## src/rtl/multicycle_core_ctrl_if.sv

```systemverilog
// Memory-side handshake bundle for multicycle_core_ctrl.
// Ports: ifu_req/ifu_resp (fetch), lsu_req/lsu_resp (data); master = core.
interface multicycle_core_ctrl_if #(
    parameter int XLEN   = 32,
    parameter int INST_W = 32
);
    logic              ifu_req_valid;
    logic              ifu_req_ready;
    logic [XLEN-1:0]   ifu_req_addr;
    logic              ifu_resp_valid;
    logic [INST_W-1:0] ifu_resp_inst;
    logic              lsu_req_valid;
    logic              lsu_req_ready;
    logic              lsu_req_we;
    logic [XLEN-1:0]   lsu_req_addr;
    logic              lsu_resp_valid;
    logic [XLEN-1:0]   lsu_resp_rdata;

    modport master (
        output ifu_req_valid, ifu_req_addr,
        input  ifu_req_ready, ifu_resp_valid, ifu_resp_inst,
        output lsu_req_valid, lsu_req_we, lsu_req_addr,
        input  lsu_req_ready, lsu_resp_valid, lsu_resp_rdata
    );

    modport slave (
        input  ifu_req_valid, ifu_req_addr,
        output ifu_req_ready, ifu_resp_valid, ifu_resp_inst,
        input  lsu_req_valid, lsu_req_we, lsu_req_addr,
        output lsu_req_ready, lsu_resp_valid, lsu_resp_rdata
    );
endinterface

```

## src/rtl/multicycle_core_ctrl.sv

```systemverilog
// Multi-cycle RV32 sequencer: owns PC/IR/alu_q/load_q, drives fetch and data
// handshakes (mem), decoder hints in, rf_wen/halted/misaligned/state out.
// Optional YSYX_24070014_PERF_CNT_EN adds cycle_cnt and instret_cnt outputs.
module multicycle_core_ctrl #(
    parameter int              XLEN    = 32,
    parameter logic [XLEN-1:0] INIT_PC = 32'h8000_0000,
    parameter int              INST_W  = 32
) (
    input  logic              clk,
    input  logic              reset,
    multicycle_core_ctrl_if.master mem,
    output logic [INST_W-1:0] inst,
    output logic [XLEN-1:0]   pc,
    input  logic              dec_pc_sel,
    input  logic              dec_reg_write_en,
    input  logic              dec_mem_read_en,
    input  logic              dec_mem_write_en,
    input  logic              dec_ebreak,
    input  logic [XLEN-1:0]   alu_out,
    output logic [XLEN-1:0]   alu_q,
    output logic [XLEN-1:0]   load_q,
    output logic              rf_wen,
    output logic              halted,
    output logic              misaligned,
`ifdef YSYX_24070014_PERF_CNT_EN
    output logic [XLEN-1:0]   cycle_cnt,
    output logic [XLEN-1:0]   instret_cnt,
`endif
    output logic [2:0]        state
);

    typedef enum logic [2:0] {
        S_FETCH_REQ  = 3'd0,
        S_FETCH_WAIT = 3'd1,
        S_EXEC       = 3'd2,
        S_MEM_REQ    = 3'd3,
        S_MEM_WAIT   = 3'd4,
        S_WB         = 3'd5,
        S_HALT       = 3'd6
    } state_t;

    state_t          st;
    logic            ifu_v;
    logic            lsu_v;
    logic            lsu_we;
    logic [XLEN-1:0] next_pc;

    assign state              = st;
    assign mem.ifu_req_valid  = ifu_v;
    assign mem.ifu_req_addr   = pc;
    assign mem.lsu_req_valid  = lsu_v;
    assign mem.lsu_req_we     = lsu_we;
    assign mem.lsu_req_addr   = alu_q;

    assign next_pc = dec_pc_sel ? alu_q : pc + XLEN'(4);

    always_ff @(posedge clk) begin
        if (!reset) begin
            st         <= S_FETCH_REQ;
            pc         <= INIT_PC;
            inst       <= '0;
            alu_q      <= '0;
            load_q     <= '0;
            halted     <= 1'b0;
            misaligned <= 1'b0;
            rf_wen     <= 1'b0;
            ifu_v      <= 1'b0;
            lsu_v      <= 1'b0;
            lsu_we     <= 1'b0;
`ifdef YSYX_24070014_PERF_CNT_EN
            cycle_cnt   <= '0;
            instret_cnt <= '0;
`endif
        end else begin
            rf_wen <= 1'b0;
`ifdef YSYX_24070014_PERF_CNT_EN
            if (!halted)
                cycle_cnt <= cycle_cnt + XLEN'(1);
`endif
            unique case (st)
                S_FETCH_REQ: begin
                    // valid rises one cycle after reset release
                    ifu_v <= 1'b1;
                    if (ifu_v && mem.ifu_req_ready) begin
                        ifu_v <= 1'b0;
                        st    <= S_FETCH_WAIT;
                    end
                end
                S_FETCH_WAIT: begin
                    if (mem.ifu_resp_valid) begin
                        inst <= mem.ifu_resp_inst;
                        st   <= S_EXEC;
                    end
                end
                S_EXEC: begin
                    alu_q <= alu_out;
                    if (dec_ebreak) begin
                        halted <= 1'b1;
                        st     <= S_HALT;
                    end else if (dec_mem_read_en || dec_mem_write_en) begin
                        // read+write together resolves to a store
                        lsu_v  <= 1'b1;
                        lsu_we <= dec_mem_write_en;
                        st     <= S_MEM_REQ;
                    end else begin
                        rf_wen <= dec_reg_write_en;
                        st     <= S_WB;
                    end
                end
                S_MEM_REQ: begin
                    if (lsu_v && mem.lsu_req_ready) begin
                        lsu_v <= 1'b0;
                        st    <= S_MEM_WAIT;
                    end
                end
                S_MEM_WAIT: begin
                    if (mem.lsu_resp_valid) begin
                        if (!lsu_we)
                            load_q <= mem.lsu_resp_rdata;
                        rf_wen <= dec_reg_write_en;
                        st     <= S_WB;
                    end
                end
                S_WB: begin
                    if (next_pc[1:0] != 2'b00) begin
                        misaligned <= 1'b1;
                        halted     <= 1'b1;
                        st         <= S_HALT;
                    end else begin
                        pc    <= next_pc;
                        ifu_v <= 1'b1;
                        st    <= S_FETCH_REQ;
`ifdef YSYX_24070014_PERF_CNT_EN
                        instret_cnt <= instret_cnt + XLEN'(1);
`endif
                    end
                end
                default: begin
                    // HALT and the unused encoding 7 both park here
                    halted <= 1'b1;
                    ifu_v  <= 1'b0;
                    lsu_v  <= 1'b0;
                    st     <= S_HALT;
                end
            endcase
        end
    end

endmodule

```

## src/flat_wrapper.sv

```systemverilog
// flat-port wrapper written by rule: the top's interface ports become plain ports
module multicycle_core_ctrl_flat 
#(
    parameter int              XLEN    = 32,
    parameter logic [XLEN-1:0] INIT_PC = 32'h8000_0000,
    parameter int              INST_W  = 32
)
  (clk, reset, inst, pc, dec_pc_sel, dec_reg_write_en, dec_mem_read_en, dec_mem_write_en, dec_ebreak, alu_out, alu_q, load_q, rf_wen, halted, misaligned, state, mem_ifu_req_valid, mem_ifu_req_addr, mem_ifu_req_ready, mem_ifu_resp_valid, mem_ifu_resp_inst, mem_lsu_req_valid, mem_lsu_req_we, mem_lsu_req_addr, mem_lsu_req_ready, mem_lsu_resp_valid, mem_lsu_resp_rdata);
  multicycle_core_ctrl_if #(.XLEN(XLEN), .INST_W(INST_W)) mem_i ();
  input  logic clk;
  input  logic reset;
  output logic [INST_W-1:0] inst;
  output logic [XLEN-1:0] pc;
  input  logic dec_pc_sel;
  input  logic dec_reg_write_en;
  input  logic dec_mem_read_en;
  input  logic dec_mem_write_en;
  input  logic dec_ebreak;
  input  logic [XLEN-1:0] alu_out;
  output logic [XLEN-1:0] alu_q;
  output logic [XLEN-1:0] load_q;
  output logic rf_wen;
  output logic halted;
  output logic misaligned;
  output logic [2:0] state;
  output wire logic [$bits(mem_i.ifu_req_valid)-1:0] mem_ifu_req_valid;
  output wire logic [$bits(mem_i.ifu_req_addr)-1:0] mem_ifu_req_addr;
  input wire logic [$bits(mem_i.ifu_req_ready)-1:0] mem_ifu_req_ready;
  input wire logic [$bits(mem_i.ifu_resp_valid)-1:0] mem_ifu_resp_valid;
  input wire logic [$bits(mem_i.ifu_resp_inst)-1:0] mem_ifu_resp_inst;
  output wire logic [$bits(mem_i.lsu_req_valid)-1:0] mem_lsu_req_valid;
  output wire logic [$bits(mem_i.lsu_req_we)-1:0] mem_lsu_req_we;
  output wire logic [$bits(mem_i.lsu_req_addr)-1:0] mem_lsu_req_addr;
  input wire logic [$bits(mem_i.lsu_req_ready)-1:0] mem_lsu_req_ready;
  input wire logic [$bits(mem_i.lsu_resp_valid)-1:0] mem_lsu_resp_valid;
  input wire logic [$bits(mem_i.lsu_resp_rdata)-1:0] mem_lsu_resp_rdata;
  assign mem_ifu_req_valid = mem_i.ifu_req_valid;
  assign mem_ifu_req_addr = mem_i.ifu_req_addr;
  assign mem_i.ifu_req_ready = mem_ifu_req_ready;
  assign mem_i.ifu_resp_valid = mem_ifu_resp_valid;
  assign mem_i.ifu_resp_inst = mem_ifu_resp_inst;
  assign mem_lsu_req_valid = mem_i.lsu_req_valid;
  assign mem_lsu_req_we = mem_i.lsu_req_we;
  assign mem_lsu_req_addr = mem_i.lsu_req_addr;
  assign mem_i.lsu_req_ready = mem_lsu_req_ready;
  assign mem_i.lsu_resp_valid = mem_lsu_resp_valid;
  assign mem_i.lsu_resp_rdata = mem_lsu_resp_rdata;
  multicycle_core_ctrl #(.XLEN(XLEN), .INIT_PC(INIT_PC), .INST_W(INST_W)) u_core (.clk(clk), .reset(reset), .mem(mem_i), .inst(inst), .pc(pc), .dec_pc_sel(dec_pc_sel), .dec_reg_write_en(dec_reg_write_en), .dec_mem_read_en(dec_mem_read_en), .dec_mem_write_en(dec_mem_write_en), .dec_ebreak(dec_ebreak), .alu_out(alu_out), .alu_q(alu_q), .load_q(load_q), .rf_wen(rf_wen), .halted(halted), .misaligned(misaligned), .state(state));
endmodule
```

## config.mk

```make
export PLATFORM = sky130hd
export DESIGN_NAME = multicycle_core_ctrl_flat
export DESIGN_NICKNAME = d
export VERILOG_FILES = /design/src/rtl/multicycle_core_ctrl_if.sv /design/src/rtl/multicycle_core_ctrl.sv /design/src/flat_wrapper.sv
export SDC_FILE = /design/constraint.sdc
export NUM_CORES = 1
export LEC_CHECK = 0
export BUFFER_PORTS_ARGS = -buffer_cell sky130_fd_sc_hd__buf_4
export CORE_UTILIZATION = 46
export DETAILED_ROUTE_END_ITERATION = 8
export HOLD_SLACK_MARGIN = 0.1
export PLACE_DENSITY_LB_ADDON = 0.3
export RECOVER_POWER = 100
export REMOVE_ABC_BUFFERS = 1
export SLEW_MARGIN = 20
export SYNTH_ARGS = -nofsm -noshare
export SYNTH_HDL_FRONTEND = slang
export SYNTH_SLANG_ARGS = --single-unit
```

## constraint.sdc

```tcl
create_clock -name clk -period 2.3 [get_ports clk]
set_clock_uncertainty 0.1 [all_clocks]
set_input_delay 0.345 -clock clk [delete_from_list [all_inputs] [get_ports clk]]
set_output_delay 0.345 -clock clk [all_outputs]
set_load 0.02 [all_outputs]
```

### Word-level counts from Yosys, hierarchy flattened

Cells that the tools add are included.

* output and inout port bits: 201
* logic and storage cells: 72
* bits of input ports: 107
* register bits: 137

* multiplexer cells: 23
* equality and inequality tests: 14
* reduce and logical (&&, ||, !) cells: 17
* bitwise logic cells: 6
* $add $sub $neg: 1

Operators with widths (count)
* $add 32x3->32 const B: 1
* $mux 32: 1
* $mux 3: 7
* $pmux 3 s6: 1
* $reduce_or 4->1: 3
* $mux 1: 10
* $ne 2x2->1 const B: 5
* $pmux 1 s3: 3
* $reduce_and 3->1: 3
* $ne 2x1->1 const B: 4
* $reduce_and 2->1: 4
* $reduce_and 4->1: 2
* $eq 3x2->1 const B: 2
* $eq 3x3->1 const B: 2
* $not 1->1: 6
* $eq 3x1->1 const B: 1
* $logic_not 3->1: 1
* $logic_and 1x1->1: 2
* $pmux 1 s2: 1
* $reduce_bool 2->1: 1
* $logic_or 1x1->1: 1

### Logic depth before layout (Yosys ltp)

Gate-level depths: netlist of the first run.

* word-level depth: 5
* gate-level depth with buffers: 8
* mapped depth without buffers: 6

### Worst setup path before layout of the first run

OpenSTA, ideal clock, no wires.

* kind: register to register
* start: reg u_core.pc[2], in the netlist u_core.mem.ifu_req_addr[2]
* end: reg u_core.pc[26], in the netlist u_core.mem.ifu_req_addr[26]
* library setup time: 122 ps
* buffers on the path: 0
* path slack: 209 ps
* clock period less this slack: 2091 ps
* required time: 2078 ps
* arrival: 1869 ps
* stages on the path, launching flop included: 6
* path through: dfxtp_1 > ha_1 > nand3_1 > nor4_4 > nand4_1 > a311o_1

* word-level cells in the longest chain between the ends: 2

Ends and longest elaborated chain
* from (decl): RTL line multicycle_core_ctrl.sv:13 `output logic [XLEN-1:0] pc,`
* from (signal assigned): RTL line multicycle_core_ctrl.sv:130 `pc <= next_pc;`
* $add 32x3->32: RTL line multicycle_core_ctrl.sv:55 `assign next_pc = dec_pc_sel ? alu_q : pc + XLEN'(4);`
* $mux 32: RTL line multicycle_core_ctrl.sv:55

Every way passes these cells.
A chain may end at the register's enable or synchronous reset.

### Final worst setup path of the first run

* start: reg u_core.st[0], in the netlist u_core.state[0]
* end: reg u_core.alu_q[22]

* word-level cells in the longest chain between the ends: 1

Ends and longest elaborated chain
* from (decl): RTL line multicycle_core_ctrl.sv:42 `state_t st;`
* from (signal assigned): RTL line multicycle_core_ctrl.sv:59 `st <= S_FETCH_REQ;`
* from (signal assigned): RTL line multicycle_core_ctrl.sv:86 `st <= S_FETCH_WAIT;`
* from (signal assigned): RTL line multicycle_core_ctrl.sv:92 `st <= S_EXEC;`
* $eq 3x2->1: RTL line multicycle_core_ctrl.sv:80 `unique case (st)`
* to (signal assigned): RTL line multicycle_core_ctrl.sv:96 `alu_q <= alu_out;`
* to (decl): RTL line multicycle_core_ctrl.sv:20 `output logic [XLEN-1:0] alu_q,`

Every way passes these cells.

==> run summary, run 1 <==
DR iter-0 viols: 624
CP endpoint kind: flop
Hold Startpoint: dec_mem_write_en
Cell Area, Synth: 6280 µm²
antenna violations before repair: 0
Worst-path clk slew: 60 ps
Starting Density: 0.473
Tmin final: 2140 ps
status: finished, final reports clean
Period Utilization, post-route: 0.931
Crit. path cell count: 6
Max Fanout on Critical Path: 15
Slew HR: 0.486
Required @ worst endpoint: 2510 ps
hold path endpoint: u_core.mem.lsu_req_we$_SDFFE_PN0P_
Worst R2R Setup Slack: 160 ps
placed cells: 1210
final setup margin: 159 ps
GRT Residual Overflow: 0
Peak Freq: 467 MHz
Top FF cell, synth: dfxtp_1
aggregate global-route resource usage: 0.315
Clock Latency Late Sink: 420 ps
CTS resizes: 0
post-place setup slack: 240 ps
Layout area overhead: 47.5%
Setup crit start kind: flop
Slew Limit Fails: 0
static leakage: 0.00345 µW
Seq/Total Area, Yosys: 0.437
WL/cell: 16.6 µm
synth cell count leaders: nand2_1, dfxtp_1, a21oi_1
H-tree levels: 4
Initial DRT Pass Iterations: 7
DP Wirelength: 13.5 mm
VDD IR-drop max: 0.555 mV
Setup Buffers After CTS: 0
slowest stage delay, CP: 490 ps
largest net degree at the start of global routing: 55
# diodes: 0
Hold Crit Class: primary input to flop
final hold vios: 0
Reg2Reg Capture Point: u_core.alu_q[22]$_SDFFE_PN0P_
worst path buffer plus inverter count: 3
EDFF count, synth: 0
Post-Synthesis Cells: 820
CP top delay family: buffers and inverters
Cell Count, Final, Fillers Out: 1338
CP most frequent cell: clkbuf_1
Worst Reg-to-Reg Cells: 6
total core area: 13300 µm²
DRC violation count after routing: 0
Ys Warns: 0
FFs w/ async S/R, synth: 0
pwr/cell area: 908 nW/µm²
total power: 8420 µW
die width: 119 µm
CTS tree: built
Setup-failing EPs final: 0
max-cap viol count: 0
CTS buffer count: 17
nets: 1257
Fin Hold WS: 130 ps
Clock Path Buffers: 2
cell-by-cell trace of the critical path: clkbuf_1 > inv_1 > and3_1 > clkbuf_1 > nand2_1 > a21oi_1
first-pass GRT wire length: 35.3 mm
clock sinks: 137
antenna viol nets, final: 0
Avg Cell Area, Syn: 7.66 µm²
IO buf count: 307
proportion of layout cells with a drive suffix above 1: 0.150
WS Path Type: flop to flop
DIE AREA: 14100 µm²
area fraction of the dominant cell type after synthesis: 0.437
top-count cell post-synth: nand2_1
chip height: 119 µm
number of global-route vias before repair: 6948
via count: 7157
Via density: 5.35
RePlAce Congestion: 0.858
flops & latches, synth: 137
Worst Hold Depth: 3
Yosys top cell by area: dfxtp_1
Yosys cell types: 53
largest cells by area after synthesis: dfxtp_1, nand2_1, a21oi_1
RSZ-0062 raised after global routing: false
row count: 42
Layout Utilization: 0.697
origin of the critical flop-to-flop path: u_core.state[0]$_SDFFE_PN0P_
Root Buffer: clkbuf_16
Tightest Pin Transition: 770 ps
Ports: 308
WL final: 22.2 mm
CP arrival: 2350 ps
CP max-delay cell: clkbuf_1
layout make-up:
type                       instances  area, µm²
inverter                          10       40.0
clock inverter                    11        263
clock buffer                      21        480
timing repair buffer             430       2720
fill                            1218       4030
sequential                       137       2740
tap                              176        220
multi-input combinational        553       2800
cell families (layout without fill, tap and decap cells):
kind of cell	count (synthesis)	in the layout	share of synthesized area
AND/OR/NAND/NOR	339	339	0.239
flip-flops	137	137	0.437
multiplexers	9	9	0.0147
adder cells (fa/ha/maj)	1	1	0.00199
buffers and inverters	130	472	0.118
AO/OA/AOI/OAI	204	204	0.189
layer usage:
metal / track usage / vias up / part of all wire
met2: 0.565 / 357 / 0.51
met3: 0.0972 / 57 / 0.089
met4: 0.123 / 0 / 0.024
met5: 0 / - / 0
met1: 0.345 / 3334 / 0.38
li1: - / 3409 / -
worst register-to-register path, stage by stage (launching register included):
cell	delay [ps]
dfxtp_1	340
clkbuf_1	490
inv_1	230
and3_1	240
clkbuf_1	340
nand2_1	220
a21oi_1	80
power breakdown:
part	internal, µW	switching [µW]	total, µW
clock network	2370	1050	3420
logic	710	1410	2120
registers	2640	230	2870
stage by stage:
stage	TNS, ps	cell area [µm²]
after floorplan	-29700	5580
after global placement	0	8340
after detailed placement	0	8340
after CTS	0	10000
after global routing	0	9270
final	0	9270
how the worst max path moves through the flow:
stage / to / startpoint
after floorplan: u_core.mem.ifu_req_addr[13]$_SDFFE_PN0P_ / reset
final: u_core.alu_q[22]$_SDFFE_PN0P_ / u_core.state[0]$_SDFFE_PN0P_
after detailed placement: u_core.mem.ifu_req_addr[26]$_SDFFE_PN0P_ / u_core.mem.ifu_req_addr[2]$_SDFFE_PN0P_
after global routing: u_core.alu_q[0]$_SDFFE_PN0P_ / u_core.state[0]$_SDFFE_PN0P_
after global placement: u_core.mem.ifu_req_addr[20]$_SDFFE_PN0P_ / dec_pc_sel
after CTS: u_core.mem.ifu_req_addr[23]$_SDFFE_PN0P_ / u_core.mem.ifu_req_addr[9]$_SDFFE_PN0P_
cells in the final DEF (no fill, tap or decap), drive strengths merged, types with 13 or more instances in the layout:
| cell type | count |
|---|---|
| dfxtp | 137 |
| nand3 | 22 |
| dlygate4sd3 | 96 |
| a21oi | 126 |
| nand2 | 218 |
| nor2 | 38 |
| buf | 127 |
| and3 | 13 |
| clkbuf | 228 |
| o21ai | 23 |
flip-flops by register name, summed over array words and instances, names as in the netlist:
name and count:
u_core.mem.ifu_req_addr 32, u_core.halted 1, u_core.misaligned 1, u_core.state 3, u_core.mem.lsu_req_valid 1, u_core.load_q 32
u_core.mem.ifu_req_valid 1, u_core.rf_wen 1, u_core.alu_q 32, u_core.mem.lsu_req_we 1, u_core.inst 32
timing repair:
item | in CTS | in global routing
hold buffers | 96 | 0
setup endpoints to repair | 0 | 0
hold endpoints to repair | 96 | 0
(Power assumes the default switching activity.)
==> run 2, diff against run 1 <==
- CORE_AREA: unset -> 2 2 118 120
- CORE_UTILIZATION: 46 -> unset
- CTS_BUF_LIST: unset -> sky130_fd_sc_hd__clkbuf_4
- DIE_AREA: unset -> 0 0 120 122
- SLEW_MARGIN: 20 -> unset
==> run summary, run 2 (synthesis gave the netlist of run 1 again) <==
Tmin final: 2250 ps
worst path buffer plus inverter count: 4
Required @ worst endpoint: 2650 ps
placed cells: 1213
CTS buffer count: 17
Clock Path Buffers: 2
DR iter-0 viols: 512
CP max-delay cell: dlygate4sd3_1
Setup Buffers After CTS: 0
Initial DRT Pass Iterations: 5
total core area: 13500 µm²
fill count: 1196
Max Fanout on Critical Path: 13
Reg2Reg Capture Point: u_core.mem.lsu_req_we$_SDFFE_PN0P_
Worst R2R Setup Slack: 100 ps
H-tree levels: 4
total power: 6580 µW
WS Path Type: primary input to flop
CP endpoint kind: flop
Post-Layout Inst Area: 9180 µm²
Worst-path clk slew: 110 ps
DP Wirelength: 13.5 mm
Peak Freq: 444 MHz
Layout area overhead: 46.0%
status: finished, final reports clean
static leakage: 0.00358 µW
cell-by-cell trace of the critical path: dlygate4sd3_1 > buf_6 > or3_4 > buf_4 > and2_4 > a21oi_2 > o21ai_0 > and2_1 > dlygate4sd3_1
via count: 7149
antenna viol nets, final: 0
TNS Setup: 0 ps
Area after DPL: 8320 µm²
DRC violation count after routing: 0
CP top delay family: buffers and inverters
Worst Hold Depth: 5
WL/cell: 16.0 µm
most common cell after layout, fill and taps aside: nand2_1
Setup-failing EPs final: 0
origin of the critical flop-to-flop path: u_core.state[1]$_SDFFE_PN0P_
Tightest Pin Transition: 891 ps
proportion of layout cells with a drive suffix above 1: 0.206
final hold vios: 0
# diodes: 0
max-cap viol count: 0
clock sinks: 137
number of global-route vias before repair: 6814
DIE AREA: 14600 µm²
GRT Residual Overflow: 0
IO buf count: 307
Via density: 5.28
Ports: 308
Slew Limit Fails: 0
WL final: 21.7 mm
pwr/cell area: 717 nW/µm²
RePlAce Congestion: 0.873
Root Buffer: clkbuf_4
Slew HR: 0.406
nets: 1268
row count: 43
largest net degree at the start of global routing: 52
Setup crit start kind: primary input
aggregate global-route resource usage: 0.290
antenna violations before repair: 0
Clock Latency Late Sink: 550 ps
Hold Crit Class: primary input to flop
first-pass GRT wire length: 33.9 mm
CP most frequent cell: dlygate4sd3_1
Cell Count, Final, Fillers Out: 1353
slowest stage delay, CP: 550 ps
CP arrival: 2600 ps
CTS tree: built
VDD IR-drop max: 0.490 mV
Starting Density: 0.465
hold path endpoint: u_core.state[0]$_SDFFE_PN0P_
Period Utilization, post-route: 0.980
Worst Reg-to-Reg Cells: 7
die width: 120 µm
most frequent cells in the layout: nand2_1, buf_4, clkbuf_1
chip height: 122 µm
RSZ-0062 raised after global routing: true
Hold Startpoint: mem_lsu_req_ready
[run 2: layer usage]
layer / vias up / track usage / part of all wire
met5: - / 0 / 0
met4: 0 / 0.113 / 0.023
met3: 47 / 0.0927 / 0.088
met2: 340 / 0.518 / 0.50
met1: 3332 / 0.320 / 0.39
li1: 3430 / - / -
[run 2: what timing repair did]
item | in CTS | in global routing
hold endpoints to repair | 111 | 0
setup endpoints to repair | 0 | 5
resized for setup | 0 | 9
hold buffers | 108 | 0
[run 2: cell type report]
type | instances | area, µm² | share of cell area
clock buffer | 18 | 135 | 0.0147
clock inverter | 14 | 133 | 0.0145
tap | 180 | 225 | 0.0245
timing repair buffer | 441 | 3070 | 0.335
inverter | 10 | 40.0 | 0.00436
multi-input combinational | 553 | 2830 | 0.308
sequential | 137 | 2740 | 0.299
[run 2: report_power, final]
part           total [µW]  switching, µW  internal, µW
clock                1540            902           641
combinational        2140           1360           772
sequential           2900            260          2640
total                6580           2530          4050
[run 2: per-stage QoR]
step	utilization	hold WS, ps	setup slack, ps
final	0.679	258	45.6
after CTS	0.716	204	2.58
after global routing	0.679	257	-15.0
after floorplan	-	360	-659
after global placement	0.616	342	200
after detailed placement	0.616	347	188
[run 2: worst min-delay path: stages]
cell and delay [ps]:
buf_4 80, and2_1 190, a211oi_1 90, a21oi_1 120, nor2_1 40
[run 2: worst max path at each step]
| stage | startpoint | end | slack (ps) | cells past startpoint |
|---|---|---|---|---|
| after floorplan | reset | u_core.mem.ifu_req_addr[13]$_SDFFE_PN0P_ | -660 | 5 |
| after global placement | dec_pc_sel | u_core.mem.ifu_req_addr[30]$_SDFFE_PN0P_ | 200 | 7 |
| after detailed placement | dec_pc_sel | u_core.mem.ifu_req_addr[23]$_SDFFE_PN0P_ | 190 | 5 |
| after CTS | dec_pc_sel | u_core.halted$_SDFFE_PN0P_ | 3 | 9 |
| after global routing | dec_pc_sel | u_core.halted$_SDFFE_PN0P_ | -10 | 9 |
| final | dec_pc_sel | u_core.halted$_SDFFE_PN0P_ | 50 | 9 |
